<file path="config.mk">
export PLATFORM = sky130hd
export DESIGN_NAME = inc_cnt
export DESIGN_NICKNAME = d
export VERILOG_FILES = /design/src/rtl/inc_cnt.sv
export SDC_FILE = /design/constraint.sdc
export NUM_CORES = 1
export LEC_CHECK = 0
export ABC_AREA = 1
export ABC_CLOCK_PERIOD_IN_PS = 1210
export CAP_MARGIN = 20
export CORE_UTILIZATION = 30
export DETAILED_ROUTE_END_ITERATION = 16
export SLEW_MARGIN = 30
export SYNTH_ARGS = -nofsm -noshare
export SYNTH_HDL_FRONTEND = slang
export SYNTH_SLANG_ARGS = --single-unit
</file>
<file path="constraint.sdc">
create_clock -name CLK -period 1.21 [get_ports CLK]
set_input_delay 0.121 -clock CLK [delete_from_list [all_inputs] [get_ports CLK]]
set_output_delay 0.121 -clock CLK [all_outputs]
set_load 0.05 [all_outputs]
</file>
<file path="src/rtl/inc_cnt.sv">
// Bounded up/down counter with saturate or wrap at the bounds, synchronous clear,
// clamped parallel load, a combinational cascade carry and a sticky saturation flag.
module inc_cnt #(
  parameter int WIDTH   = 4,
  parameter int MIN_VAL = 0,
  parameter int MAX_VAL = 9,
  parameter int WRAP    = 0
) (
  input  logic             CLK,
  input  logic             R_N,
  input  logic             CE,
  input  logic             DIR,
  input  logic             CLR,
  input  logic             LD,
  input  logic [WIDTH-1:0] D,
  output logic [WIDTH-1:0] Q,
  output logic             CO,
  output logic             WRAP_P,
  output logic             SAT
);

  if (!(MIN_VAL >= 0 && MIN_VAL < MAX_VAL && MAX_VAL <= (2 ** WIDTH) - 1)) begin : g_bad_bounds
    $error("inc_cnt: bounds must satisfy 0 <= MIN_VAL < MAX_VAL <= 2^WIDTH-1");
  end

  // One extra bit keeps +1 at MAX_VAL = 2^WIDTH-1 from silently wrapping.
  localparam logic [WIDTH:0] MIN_E = (WIDTH + 1)'(MIN_VAL);
  localparam logic [WIDTH:0] MAX_E = (WIDTH + 1)'(MAX_VAL);
  localparam logic [WIDTH:0] ONE_E = (WIDTH + 1)'(1);

  logic [WIDTH-1:0] q_q, q_d;
  logic             wrap_q, wrap_d;
  logic             sat_q, sat_d;
  logic [WIDTH:0]   q_ext_s, d_ext_s, nxt_s;
  logic             at_bound_s;

  assign q_ext_s    = {1'b0, q_q};
  assign d_ext_s    = {1'b0, D};
  assign at_bound_s = DIR ? (q_ext_s == MIN_E) : (q_ext_s == MAX_E);

  // CO is gated by R_N so a held reset never looks like a bound hit downstream.
  assign CO = R_N & CE & ~CLR & ~LD & at_bound_s;

  // Next-state selection: clear beats load beats count.
  always_comb begin
    nxt_s  = q_ext_s;
    sat_d  = sat_q;
    wrap_d = 1'b0;
    if (CLR) begin
      nxt_s = MIN_E;
      sat_d = 1'b0;
    end else if (LD) begin
      if (d_ext_s > MAX_E) begin
        nxt_s = MAX_E;
      end else if (d_ext_s < MIN_E) begin
        nxt_s = MIN_E;
      end else begin
        nxt_s = d_ext_s;
      end
    end else if (CE) begin
      if (!at_bound_s) begin
        nxt_s = DIR ? (q_ext_s - ONE_E) : (q_ext_s + ONE_E);
      end else if (WRAP != 0) begin
        nxt_s  = DIR ? MAX_E : MIN_E;
        wrap_d = 1'b1;
      end else begin
        sat_d = 1'b1;
      end
    end else begin
      nxt_s = q_ext_s;
    end
    q_d = WIDTH'(nxt_s);
  end

  // State registers with asynchronous reset to the lower bound.
  always_ff @(posedge CLK or negedge R_N) begin
    if (!R_N) begin
      q_q    <= WIDTH'(MIN_VAL);
      wrap_q <= 1'b0;
      sat_q  <= 1'b0;
    end else begin
      q_q    <= q_d;
      wrap_q <= wrap_d;
      sat_q  <= sat_d;
    end
  end

  assign Q      = q_q;
  assign WRAP_P = wrap_q;
  assign SAT    = sat_q;

endmodule

</file>
==> results_dict.tcl <==
set metrics [dict create \
    status "finished with violations" \
    violations "setup timing" \
    synth_seq_area_share_pct 26.5 \
    path_class "reg -> out" \
    clock-root-buffer "clkbuf_4" \
    synthCells 66 \
    fmax_mhz 748 \
    cts_tree "yes" \
    synth.top_cell.area_share_pct 26.5 \
    setup_violations 6 \
    synthXorXnorAreaFrac_pct 1.86 \
    placed_cell_area_um2 803 \
    netSwitchingFraction_pct 39.4 \
    grt_pass1_wl_um 2210 \
    cts.clk_slew.worst_paths_ps 50 \
    synth_mux_area_share_pct 0 \
    cts_max_path_buffers 2 \
    drv_cap 0 \
    fin_tns_setup_ps -466 \
    grt_usage_pct 17.4 \
    ios 17 \
    async_flop_share_pct 100 \
    synth_seq_cells 5 \
    finalHoldViolCount 0 \
    reg2reg_from "Q[0]" \
    power_frac_comb_pct 57.1 \
    leakage_nw 0.454 \
    finalNetCount 113 \
    hpwlAfterDp_um 942 \
    routed_via_density 4.68 \
    grt_pass1_vias 558 \
    stdcell_area_um2 912 \
    maxSlewViolCount 0 \
    yosysTopAreaCell "dfrtp_1" \
    avgSynthCellArea_um2 7.15 \
    antenna_found_initial 0 \
    startpoint_type "flip-flop" \
    ys.flop_type "dfrtp_1" \
    crit_path_max_fanout 3 \
    vias 533 \
    io_buffer_count 15 \
    setup_ws_ps -126 \
    cp.required_ps 1090 \
    clkLatencyLatePin_ps 250 \
    cts-buffers-inserted 3 \
    yosysWarnings 0 \
    antenna_left 0 \
    power_switching_mw 0.397 \
    pre_cts_ws_ps -419 \
    start_util_pct 34.1 \
    finalCritPeriodShare_pct 110 \
    area_growth_syn_to_layout_pct 93.4 \
    power_density_nw_per_um2 1100 \
    routabilityCongestion 0.818 \
    route.detailed.drc 0 \
    synth_adder_area_share_pct 9.55 \
    core_region_area_um2 1380 \
    synth_area_leaders "dfrtp_1 (27%), nand2_1 (16%), nand3_1 (9.5%)" \
    rsz0062_at_grt "yes" \
    synth_compound_area_share_pct 5.57 \
    ir_drop_mv 0.534 \
    drt_iter0_drc 6 \
    drive_above_1_share_pct 48.5 \
    fin_cells 114 \
    die-area_um2 1730 \
    synth-simple-area-share_pct 44.8 \
    clockPowerShare_pct 20.5 \
    crit_path_start "Q[0]" \
    h-tree-depth 1 \
    rows 13 \
    seq_power_share_pct 22.5 \
    synth.net_count 79 \
    syn_area_um2 472 \
    grt_overflow_total 0 \
    endpoint_kind "primary output" \
    cts.sinks 5 \
    synth_edf_count 0 \
    clock-skew-final_ps 6.29 \
    yosysMostFrequentCell "nand2_1" \
    grt_max_degree 6 \
    cp.arrival_ps 1220 \
    synth_commonest_cells "nand2_1 (20), nand3_1 (9), nor2_1 (7)" \
    routedWlPerCell_um 11.1 \
    drt-pass1-iter-count 4 \
    die_h_um 41.7 \
    synth_top_family_by_area "simple AND/OR/NAND/NOR gates" \
    routed_wl_um 1270 \
    placed_cells 106 \
    fin_crit_ps 1340 \
    insertedDiodeCount 0 \
    die_w_um 41.7 \
    ys_types 20 \
    power.internal_mw 0.609 \
    hp-class "in -> async" \
]
## sequential cells by signal, summed over array words and instances, names as in the netlist
| name | cells |
|---|---|
| SAT | 1 |
| Q | 4 |
## stage by stage
stage | hold WS (ps) | utilization, % | power (mW)
4_1_cts | 188 | 64.3 | 0.994
5_1_grt | 207 | 66.0 | 1.06
3_3_place_gp | 423 | 58.1 | 0.716
2_1_floorplan | -175 | - | 0.485
3_5_place_dp | 431 | 58.1 | 0.724
6_report | 178 | 66.0 | 1.01
## critical path: stages (launching register included)
cell and delay (ps):
dfrtp_2 410, buf_6 130, nand2_4 60, nand3_4 90, nor2_4 130, buf_12 140
## layer usage
layer	track usage, %	part of all wire (%)	up-vias
met3	4.35	4.3	8
met4	14.8	5.1	0
met1	18.3	40	235
li1	-	-	271
met5	0	0	-
met2	28.4	50	19
## power groups by stage
stage	Sequential [mW]	Clock, mW	Combinational (mW)
floorplan	0.298	0	0.187
global placement	0.223	0	0.493
detailed placement	0.224	0	0.500
CTS	0.222	0.207	0.566
global route	0.230	0.215	0.615
finish	0.226	0.206	0.574
## path summary, 6_finish.rpt
check                      slack [ps]  depth (start not counted)   end
min in group CLK                  290                          5   SAT
max in group asynchronous         910                          2  Q[3]
min                               180                          2   SAT
max reg2reg                      -120                          6  Q[2]
max                              -130                          5    CO
min reg2reg                       550                          2   SAT
## timing repair
item                                   in CTS  in global routing
hold buffers                                0                  0
buffers inserted                            4                  0
setup endpoints to repair                   6                  7
gates cloned                                0                  0
resized for setup                           9                  4
endpoints found under the hold margin       0                  0
pin swaps                                   3                  1
## layout by cell type (no fill, tap or decap), drive strengths merged
master          n
nand2          25
buf            21
nand3          10
clkdlybuf4s50   7
nor2            7
inv             7
dfrtp           5
clkbuf          4
o21ai           3
ha              2
bufinv          1
o21a            1
xnor2           1
or2             1
fa              1
conb            1
dlymetal6s2s    1
dlygate4sd2     1
## logic make-up after synthesis
group / count (synthesis)
AND/OR/NAND/NOR: 43
adder cells (fa/ha/maj): 3
other: 1
flip-flops: 5
buffers and inverters: 9
AO/OA/AOI/OAI: 4
XOR/XNOR: 1
## final cells by class
type,instances,area [um^2]
Fill cell,118,470
Multi-Input combinational cell,52,362
Timing Repair Buffer,30,332
Sequential cell,5,130
Inverter,8,43.8
Clock buffer,4,26.3
Tap cell,15,18.8
No activity file was read; power rests on OpenSTA's default activity.
